File: src/rtl/lsu_if.sv
// Data-bus interface of the load/store unit: request channel plus response channel.
// Latency: n/a (wires only).
// Backpressure: the slave holds off a request by keeping dbus_req_ready low.
//
// Signals:
//   dbus_req_valid  master->slave  request valid
//   dbus_req_ready  slave->master  request accepted when valid & ready
//   dbus_write      master->slave  1 store, 0 load
//   dbus_addr       master->slave  word-aligned address
//   dbus_wdata      master->slave  byte-replicated store data
//   dbus_byte_en    master->slave  byte lane enables
//   dbus_rsp_valid  slave->master  load data / write ack, at least one cycle after acceptance
//   dbus_rdata      slave->master  load data word, valid with dbus_rsp_valid
// Modports: master = LSU, slave = memory / bus fabric.
interface lsu_if #(
   parameter int ADDR_WIDTH = 32
) ();
   logic                  dbus_req_valid;
   logic                  dbus_req_ready;
   logic                  dbus_write;
   logic [ADDR_WIDTH-1:0] dbus_addr;
   logic [31:0]           dbus_wdata;
   logic [3:0]            dbus_byte_en;
   logic                  dbus_rsp_valid;
   logic [31:0]           dbus_rdata;

   modport master (
      output dbus_req_valid, dbus_write, dbus_addr, dbus_wdata, dbus_byte_en,
      input  dbus_req_ready, dbus_rsp_valid, dbus_rdata
   );

   modport slave (
      input  dbus_req_valid, dbus_write, dbus_addr, dbus_wdata, dbus_byte_en,
      output dbus_req_ready, dbus_rsp_valid, dbus_rdata
   );
endinterface

File: src/rtl/lsu.sv
// MEM-stage load/store unit: one valid/ready bus transaction per memory op, extended load data back.
// Latency: 2 cycles minimum from request to lsu_done (1 cycle for a misaligned-access exception).
// Backpressure: o_lsu_stall holds the pipeline until the response arrives; waits on dbus_req_ready.
//
// Optional feature: define LSU_MISALIGN_EXC_EN to raise a misaligned-access exception instead of
// silently clearing the offending low address bits.
//
// Ports:
//   clk, rst          core clock, asynchronous active-high reset
//   i_lsu_mem_read    load request (held stable while o_lsu_stall=1)
//   i_lsu_mem_write   store request (never together with i_lsu_mem_read)
//   i_lsu_funct3      000 B, 001 H, 010 W, 100 BU, 101 HU; others decode as W
//   i_lsu_addr        effective address from the ALU
//   i_lsu_wdata       store data (rs2)
//   o_lsu_stall       request present and not yet done
//   o_lsu_done        one-cycle completion pulse
//   o_lsu_rdata       extended load data, 0 unless a load completes this cycle
//   o_lsu_misalign    misaligned-access exception, pulses with o_lsu_done
//   dbus              data bus, master side
module lsu #(
   parameter int ADDR_WIDTH = 32
) (
   input  logic                  clk,
   input  logic                  rst,
   input  logic                  i_lsu_mem_read,
   input  logic                  i_lsu_mem_write,
   input  logic [2:0]            i_lsu_funct3,
   input  logic [ADDR_WIDTH-1:0] i_lsu_addr,
   input  logic [31:0]           i_lsu_wdata,
   output logic                  o_lsu_stall,
   output logic                  o_lsu_done,
   output logic [31:0]           o_lsu_rdata,
   output logic                  o_lsu_misalign,
   lsu_if.master                 dbus
);

   localparam logic [1:0] S_IDLE = 2'd0;
   localparam logic [1:0] S_REQ  = 2'd1;
   localparam logic [1:0] S_WAIT = 2'd2;
`ifdef LSU_MISALIGN_EXC_EN
   localparam logic [1:0] S_EXC  = 2'd3;
`endif

   logic [1:0]            r_state;
   logic [1:0]            r_addr_lo;
   logic [2:0]            r_funct3;
   logic                  r_write;
   logic [ADDR_WIDTH-1:0] r_bus_addr;
   logic [31:0]           r_bus_wdata;
   logic [3:0]            r_bus_be;

   logic                  w_req;
   logic                  w_go_req;
   logic                  w_is_b;
   logic                  w_is_h;
   logic [1:0]            w_addr_lo;
   logic [3:0]            w_be;
   logic [31:0]           w_wdata;
   logic                  w_rsp_done;
   logic [7:0]            w_byte;
   logic [15:0]           w_half;
   logic [31:0]           w_ext;

   assign w_req  = i_lsu_mem_read | i_lsu_mem_write;
   assign w_is_b = (i_lsu_funct3[1:0] == 2'b00);
   assign w_is_h = (i_lsu_funct3[1:0] == 2'b01);

   // Low address bits rounded down to the access size. Any difference from the
   // raw bits means the access is misaligned.
   always_comb begin
      w_addr_lo = 2'b00;
      if (w_is_b) begin
         w_addr_lo = i_lsu_addr[1:0];
      end else if (w_is_h) begin
         w_addr_lo = {i_lsu_addr[1], 1'b0};
      end
   end

`ifdef LSU_MISALIGN_EXC_EN
   logic w_misal;
   assign w_misal  = (w_addr_lo != i_lsu_addr[1:0]);
   assign w_go_req = w_req & ~w_misal;
`else
   assign w_go_req = w_req;
`endif

   always_comb begin
      w_be    = 4'b1111;
      w_wdata = i_lsu_wdata;
      if (w_is_b) begin
         w_be    = 4'b0001 << w_addr_lo;
         w_wdata = {4{i_lsu_wdata[7:0]}};
      end else if (w_is_h) begin
         w_be    = 4'b0011 << w_addr_lo;
         w_wdata = {2{i_lsu_wdata[15:0]}};
      end
   end

   always_ff @(posedge clk or posedge rst) begin
      if (rst) begin
         r_state     <= S_IDLE;
         r_addr_lo   <= 2'b00;
         r_funct3    <= 3'b000;
         r_write     <= 1'b0;
         r_bus_addr  <= '0;
         r_bus_wdata <= 32'h0;
         r_bus_be    <= 4'h0;
      end else begin
         case (r_state)
            S_IDLE: begin
               if (w_go_req) begin
                  r_state     <= S_REQ;
                  r_write     <= i_lsu_mem_write;
                  r_funct3    <= i_lsu_funct3;
                  r_addr_lo   <= w_addr_lo;
                  r_bus_addr  <= {i_lsu_addr[ADDR_WIDTH-1:2], 2'b00};
                  r_bus_wdata <= w_wdata;
                  r_bus_be    <= w_be;
               end
`ifdef LSU_MISALIGN_EXC_EN
               else if (w_req) begin
                  r_state <= S_EXC;
               end
`endif
            end
            S_REQ: begin
               // A response in the acceptance cycle is illegal on this bus and ignored.
               if (dbus.dbus_req_ready) begin
                  r_state <= S_WAIT;
               end
            end
            S_WAIT: begin
               if (dbus.dbus_rsp_valid) begin
                  r_state <= S_IDLE;
               end
            end
            default: begin
               r_state <= S_IDLE;
            end
         endcase
      end
   end

   // Load lane selection and extension from the registered access.
   always_comb begin
      w_byte = dbus.dbus_rdata[7:0];
      case (r_addr_lo)
         2'd1:    w_byte = dbus.dbus_rdata[15:8];
         2'd2:    w_byte = dbus.dbus_rdata[23:16];
         2'd3:    w_byte = dbus.dbus_rdata[31:24];
         default: w_byte = dbus.dbus_rdata[7:0];
      endcase
      w_half = r_addr_lo[1] ? dbus.dbus_rdata[31:16] : dbus.dbus_rdata[15:0];
      case (r_funct3[1:0])
         2'b00:   w_ext = r_funct3[2] ? {24'h0, w_byte} : {{24{w_byte[7]}}, w_byte};
         2'b01:   w_ext = r_funct3[2] ? {16'h0, w_half} : {{16{w_half[15]}}, w_half};
         default: w_ext = dbus.dbus_rdata;
      endcase
   end

   assign w_rsp_done = (r_state == S_WAIT) & dbus.dbus_rsp_valid;

`ifdef LSU_MISALIGN_EXC_EN
   assign o_lsu_done     = w_rsp_done | (r_state == S_EXC);
   assign o_lsu_misalign = (r_state == S_EXC);
`else
   assign o_lsu_done     = w_rsp_done;
   assign o_lsu_misalign = 1'b0;
`endif

   assign o_lsu_rdata = (w_rsp_done & ~r_write) ? w_ext : 32'h0;
   assign o_lsu_stall = w_req & ~o_lsu_done;

   assign dbus.dbus_req_valid = (r_state == S_REQ);
   assign dbus.dbus_write     = r_write;
   assign dbus.dbus_addr      = r_bus_addr;
   assign dbus.dbus_wdata     = r_bus_wdata;
   assign dbus.dbus_byte_en   = r_bus_be;

endmodule
File: src/flat_wrapper.sv
// flat-port wrapper written by rule: the top's interface ports become plain ports
module lsu_flat 
#(
   parameter int ADDR_WIDTH = 32
)
  (clk, rst, i_lsu_mem_read, i_lsu_mem_write, i_lsu_funct3, i_lsu_addr, i_lsu_wdata, o_lsu_stall, o_lsu_done, o_lsu_rdata, o_lsu_misalign, dbus_dbus_req_valid, dbus_dbus_write, dbus_dbus_addr, dbus_dbus_wdata, dbus_dbus_byte_en, dbus_dbus_req_ready, dbus_dbus_rsp_valid, dbus_dbus_rdata);
  lsu_if #(.ADDR_WIDTH(ADDR_WIDTH)) dbus_i ();
  input  logic clk;
  input  logic rst;
  input  logic i_lsu_mem_read;
  input  logic i_lsu_mem_write;
  input  logic [2:0] i_lsu_funct3;
  input  logic [ADDR_WIDTH-1:0] i_lsu_addr;
  input  logic [31:0] i_lsu_wdata;
  output logic o_lsu_stall;
  output logic o_lsu_done;
  output logic [31:0] o_lsu_rdata;
  output logic o_lsu_misalign;
  output wire logic [$bits(dbus_i.dbus_req_valid)-1:0] dbus_dbus_req_valid;
  output wire logic [$bits(dbus_i.dbus_write)-1:0] dbus_dbus_write;
  output wire logic [$bits(dbus_i.dbus_addr)-1:0] dbus_dbus_addr;
  output wire logic [$bits(dbus_i.dbus_wdata)-1:0] dbus_dbus_wdata;
  output wire logic [$bits(dbus_i.dbus_byte_en)-1:0] dbus_dbus_byte_en;
  input wire logic [$bits(dbus_i.dbus_req_ready)-1:0] dbus_dbus_req_ready;
  input wire logic [$bits(dbus_i.dbus_rsp_valid)-1:0] dbus_dbus_rsp_valid;
  input wire logic [$bits(dbus_i.dbus_rdata)-1:0] dbus_dbus_rdata;
  assign dbus_dbus_req_valid = dbus_i.dbus_req_valid;
  assign dbus_dbus_write = dbus_i.dbus_write;
  assign dbus_dbus_addr = dbus_i.dbus_addr;
  assign dbus_dbus_wdata = dbus_i.dbus_wdata;
  assign dbus_dbus_byte_en = dbus_i.dbus_byte_en;
  assign dbus_i.dbus_req_ready = dbus_dbus_req_ready;
  assign dbus_i.dbus_rsp_valid = dbus_dbus_rsp_valid;
  assign dbus_i.dbus_rdata = dbus_dbus_rdata;
  lsu #(.ADDR_WIDTH(ADDR_WIDTH)) u_core (.clk(clk), .rst(rst), .i_lsu_mem_read(i_lsu_mem_read), .i_lsu_mem_write(i_lsu_mem_write), .i_lsu_funct3(i_lsu_funct3), .i_lsu_addr(i_lsu_addr), .i_lsu_wdata(i_lsu_wdata), .o_lsu_stall(o_lsu_stall), .o_lsu_done(o_lsu_done), .o_lsu_rdata(o_lsu_rdata), .o_lsu_misalign(o_lsu_misalign), .dbus(dbus_i));
endmodule
File: config.mk
export PLATFORM = sky130hd
export DESIGN_NAME = lsu_flat
export DESIGN_NICKNAME = d
export VERILOG_FILES = /design/src/rtl/lsu_if.sv /design/src/rtl/lsu.sv /design/src/flat_wrapper.sv
export SDC_FILE = /design/constraint.sdc
export NUM_CORES = 1
export LEC_CHECK = 0
export ABC_AREA = 1
export CAP_MARGIN = 20
export CELL_PAD_IN_SITES_DETAIL_PLACEMENT = 1
export CELL_PAD_IN_SITES_GLOBAL_PLACEMENT = 1
export CORE_MARGIN = 2
export CORE_UTILIZATION = 30
export DETAILED_ROUTE_END_ITERATION = 6
export PLACE_DENSITY_LB_ADDON = 0.05
export SYNTH_ARGS = -nofsm -noshare
export SYNTH_HDL_FRONTEND = slang
export SYNTH_SLANG_ARGS = --single-unit
File: constraint.sdc
create_clock -name clk -period 5.49 [get_ports clk]
set_clock_uncertainty 0.15 [all_clocks]
set_input_delay 0.8235 -clock clk [delete_from_list [all_inputs] [get_ports clk]]
set_output_delay 0.8235 -clock clk [all_outputs]
set_load 0.02 [all_outputs]
==> impl_table.tex <==
\begin{tabular}{lr}
\hline
Metric & Value \\
\hline
\multicolumn{2}{l}{\textbf{Critical path}} \\
\quad Worst endpoint required time & 4.52 ns \\
\quad Type of the setup path with the least slack & primary input to primary output \\
\quad Arrival @ worst endpoint & 3.02 ns \\
\quad CP endpoint kind & primary output \\
\quad Critical path launch point type & primary input \\
\quad Critical path peak fanout & 17 \\
\quad Cell count of the worst reg-to-reg path & 6 \\
\multicolumn{2}{l}{\textbf{Yosys}} \\
\quad Fraction of post-synthesis cell area in the top cell type by area & 44.7\% \\
\quad Synth unique cells & 35 \\
\quad Synth top cells by count & 237 x sky130\_fd\_sc\_hd\_\_nand2\_1, 74 x sky130\_fd\_sc\_hd\_\_dfrtp\_1, 49 x sky130\_fd\_sc\_hd\_\_nor2\_1 \\
\quad Most used flip-flop cell after synthesis & sky130\_fd\_sc\_hd\_\_dfrtp\_1 \\
\quad Synth Register Bits & 74 \\
\quad Top cells by area, synth & sky130\_fd\_sc\_hd\_\_dfrtp\_1 45\%, sky130\_fd\_sc\_hd\_\_nand2\_1 21\%, sky130\_fd\_sc\_hd\_\_nor2\_1 4.4\% \\
\quad Fraction of registers with async set/reset & 100\% \\
\quad Synth Instances & 562 \\
\quad Post-synthesis sequential area ratio & 44.7\% \\
\quad Cell type with the highest aggregate area in the netlist & sky130\_fd\_sc\_hd\_\_dfrtp\_1 \\
\quad Mapped Area & 0.00415 sq mm \\
\quad Synthesized area per cell & 7.38 sq um \\
\quad Number of warnings printed during yosys synthesis & 0 \\
\quad Post-synth EDFFs & 0 \\
\quad Most repeated cell in the gate-level netlist after synthesis & sky130\_fd\_sc\_hd\_\_nand2\_1 \\
\multicolumn{2}{l}{\textbf{Pwr}} \\
\quad Overall Power & 0.00356 W \\
\quad Switching Fraction & 44.8\% \\
\quad Leak pwr & 2.99 nW \\
\quad Share of power burned in combinational logic & 55.3\% \\
\quad Psw & 0.00159 W \\
\quad Power density over cell area & 542 mW/mm\^{}2 \\
\quad Max IR drop VDD & 324 uV \\
\quad Sequential share of power & 28.6\% \\
\quad Internal power summed over all cells & 0.00196 W \\
\quad Clock share of power & 16.1\% \\
\multicolumn{2}{l}{\textbf{Clock network}} \\
\quad Hold-fix buffers, CTS & 0 \\
\quad CTS tree & yes \\
\quad Number of instances resized during post-cts repair & 0 \\
\quad Cell chosen for the clock root & sky130\_fd\_sc\_hd\_\_clkbuf\_16 \\
\quad Total clock buffers created by CTS & 9 \\
\quad Sink Count & 74 \\
\quad Bufs on Longest Clock Path & 2 \\
\quad Latest clock arrival within the worst-skew pair & 0.33 ns \\
\quad Clock transition at the register clock pins on the worst setup and hold paths after CTS & 0.06 ns \\
\quad Setup repair bufs after CTS & 0 \\
\quad H-Tree Level Count & 3 \\
\multicolumn{2}{l}{\textbf{Floorplan}} \\
\quad Horizontal die dimension & 122 microns \\
\quad Die height & 122 microns \\
\quad Standard-cell row count & 42 \\
\quad Placeable core region & 0.0133 sq mm \\
\quad Area enclosed by the die boundary & 0.0148 sq mm \\
\quad Ports & 210 \\
\quad Starting utilization of the core area & 31.1\% \\
\multicolumn{2}{l}{\textbf{Placement}} \\
\quad DP Wirelength & 11400 microns \\
\quad Final weighted congestion in routability-driven placement & 0.817 \\
\quad Setup slack after placement & 1.47 ns \\
\quad Buffers added on ports & 206 \\
\multicolumn{2}{l}{\textbf{Outcome}} \\
\quad Run status & complete, no violations \\
\multicolumn{2}{l}{\textbf{STA}} \\
\quad Final setup violating endpoints & 0 \\
\quad RSZ-0062 raised after global routing & no \\
\quad Maximum operating frequency & 0.250 GHz \\
\quad Minimum hold slack & 0.321 ns \\
\quad Final worst-path setup slack & 1.49 ns \\
\quad Sum of negative setup slack & 0 ns \\
\quad Worst max-slew margin expressed relative to the limit & 34.5\% \\
\quad Count of endpoints failing hold in the final timing report & 0 \\
\quad Least-Margin Pin Slew & 0.982 ns \\
\quad Period minus WS final & 4.00 ns \\
\quad Fin crit share & 72.8\% \\
\quad Final Max Tran Viols & 0 \\
\multicolumn{2}{l}{\textbf{GRT}} \\
\quad Vias in the first global route & 4792 \\
\quad Overall routing resource usage & 21.6\% \\
\quad Wire length of the first global-routing pass & 24800 microns \\
\quad Grt ovf & 0 \\
\quad Pin count of the biggest net entering global routing & 84 \\
\quad Number of antenna violations at the first check in global routing & 0 \\
\multicolumn{2}{l}{\textbf{Final layout}} \\
\quad Relative area change from synthesis to final layout & 58.4\% \\
\quad Filler instances & 1629 \\
\quad Area occupied by registers & 0.00185 sq mm \\
\quad Fraction of final layout cells with drive strength greater than 1 & 6.75\% \\
\quad Area used by multi-input combinational logic & 0.00200 sq mm \\
\quad Post-route core utilization & 49.2\% \\
\quad N\_diodes & 0 \\
\quad Number of nets at the end of the flow & 860 \\
\multicolumn{2}{l}{\textbf{Drt}} \\
\quad Drt first pass iters & 5 \\
\quad Number of vias per cell after detailed routing & 4.77 \\
\quad Aggregate routed wire length & 15700 microns \\
\quad Number of DRC markers after the initial detailed-route iteration & 228 \\
\quad Routed length per placed instance & 16.9 microns \\
\quad Drt drc & 0 \\
\quad Final ANT Viol Nets & 0 \\
\quad Total via count in the routed design & 4443 \\
\multicolumn{2}{l}{\textbf{Min path}} \\
\quad Hold/Removal Path Class & flop to flop \\
\quad Hold Path Depth & 2 \\
\multicolumn{2}{l}{\textbf{Job}} \\
\quad Count of max-cap constraint violations & 0 \\
\hline
\end{tabular}
[registers in the layout (all words and copies together), names as in the netlist]
signal and count:
u_core.r_funct3 3, u_core.r_addr_lo 2, u_core.dbus.dbus_byte_en 4, u_core.dbus.dbus_wdata 32, u_core.dbus.dbus_addr 30, u_core.dbus.dbus_write 1
u_core.r_state 2
[kinds of logic (layout without fill, tap and decap cells)]
kind of cell    count (synthesis)  count (layout)  synth area share [%]
flops                          74              74                  44.7
other cells                     1               3                0.0905
compound gates                 82              82                  11.6
fa+ha+maj                       4               4                  1.21
buf+inv                        64             256                  7.46
simple gates                  337             337                  35.0
[critical path, cell delays in order]
cell and delay, ns:
sky130_fd_sc_hd__clkdlybuf4s50_1 0.50, sky130_fd_sc_hd__nand3_1 0.17, sky130_fd_sc_hd__nor2_4 0.41, sky130_fd_sc_hd__nand2_4 0.30, sky130_fd_sc_hd__nor2_1 0.19, sky130_fd_sc_hd__clkdlybuf4s50_1 0.62
[placed cells by master (no fill, tap or decap), types with 3 or more instances in the layout]
cell and n:
sky130_fd_sc_hd__a21oi_1 27, sky130_fd_sc_hd__a31oi_1 16, sky130_fd_sc_hd__nand2_1 237, sky130_fd_sc_hd__dfrtp_1 74
sky130_fd_sc_hd__conb_1 3, sky130_fd_sc_hd__clkinv_2 4, sky130_fd_sc_hd__ha_1 4, sky130_fd_sc_hd__clkinv_1 3
sky130_fd_sc_hd__buf_4 3, sky130_fd_sc_hd__nor2_4 13, sky130_fd_sc_hd__nor3_1 4, sky130_fd_sc_hd__inv_1 20
sky130_fd_sc_hd__o221ai_1 3, sky130_fd_sc_hd__inv_2 5, sky130_fd_sc_hd__clkbuf_16 9, sky130_fd_sc_hd__o21ai_0 19
sky130_fd_sc_hd__o21ai_1 4, sky130_fd_sc_hd__clkdlybuf4s50_1 206, sky130_fd_sc_hd__clkbuf_8 3, sky130_fd_sc_hd__nor2_1 49
sky130_fd_sc_hd__nand3_1 26, sky130_fd_sc_hd__o211ai_1 9
[cell type report]
class	instances	area share, %
clock inverter	4	0.381
multi-input combinational	426	30.4
sequential	74	28.2
timing repair buffer	209	31.7
clock buffer	12	4.06
inverter	31	1.85
tap	176	3.35
[power groups by stage]
stage / Combinational (W) / Sequential, W / Clock [W]
2_1_floorplan: 0.000862 / 0.00127 / 0
3_3_place_gp: 0.00196 / 0.00100 / 0
3_5_place_dp: 0.00199 / 0.00102 / 0
4_1_cts: 0.00200 / 0.00102 / 0.000590
5_1_grt: 0.00215 / 0.00105 / 0.000610
6_report: 0.00197 / 0.00102 / 0.000574
[worst paths after layout]
kind | slack [ns] | start | endpoint
max in group asynchronous | 3.50 | rst | u_core.r_funct3[0]$_DFFE_PP0P_
min reg2reg | 0.32 | u_core.dbus.dbus_addr[8]$_DFFE_PP0P_ | u_core.dbus.dbus_addr[8]$_DFFE_PP0P_
min | 0.32 | u_core.dbus.dbus_addr[8]$_DFFE_PP0P_ | u_core.dbus.dbus_addr[8]$_DFFE_PP0P_
max reg2reg | 3.49 | u_core.r_state[0]$_DFFE_PP0P_ | u_core.dbus.dbus_byte_en[1]$_DFFE_PP0P_
min in group asynchronous | 0.70 | rst | u_core.dbus.dbus_addr[7]$_DFFE_PP0P_
max | 1.49 | dbus_dbus_rsp_valid | o_lsu_rdata[31]
[metrics by stage]
| step | instance area [sq um] | std cells |
|---|---|---|
| after detailed placement | 6270 | 916 |
| after global placement | 6270 | 916 |
| after floorplan | 4150 | 564 |
| after CTS | 6570 | 932 |
| after global routing | 6570 | 932 |
| final | 6570 | 932 |
[metal layers]
layer  routed length [microns]  part of all wire (%)  up-vias  GRT usage (%)
met5                         0                     0        -              0
li1                          -                     -     2164              -
met1                      6330                    40     2131           24.6
met3                      1300                   8.2       15           6.93
met4                       267                   1.7        0           7.40
met2                      7830                    50      133           38.2
No activity file was read; power rests on OpenSTA's default activity.
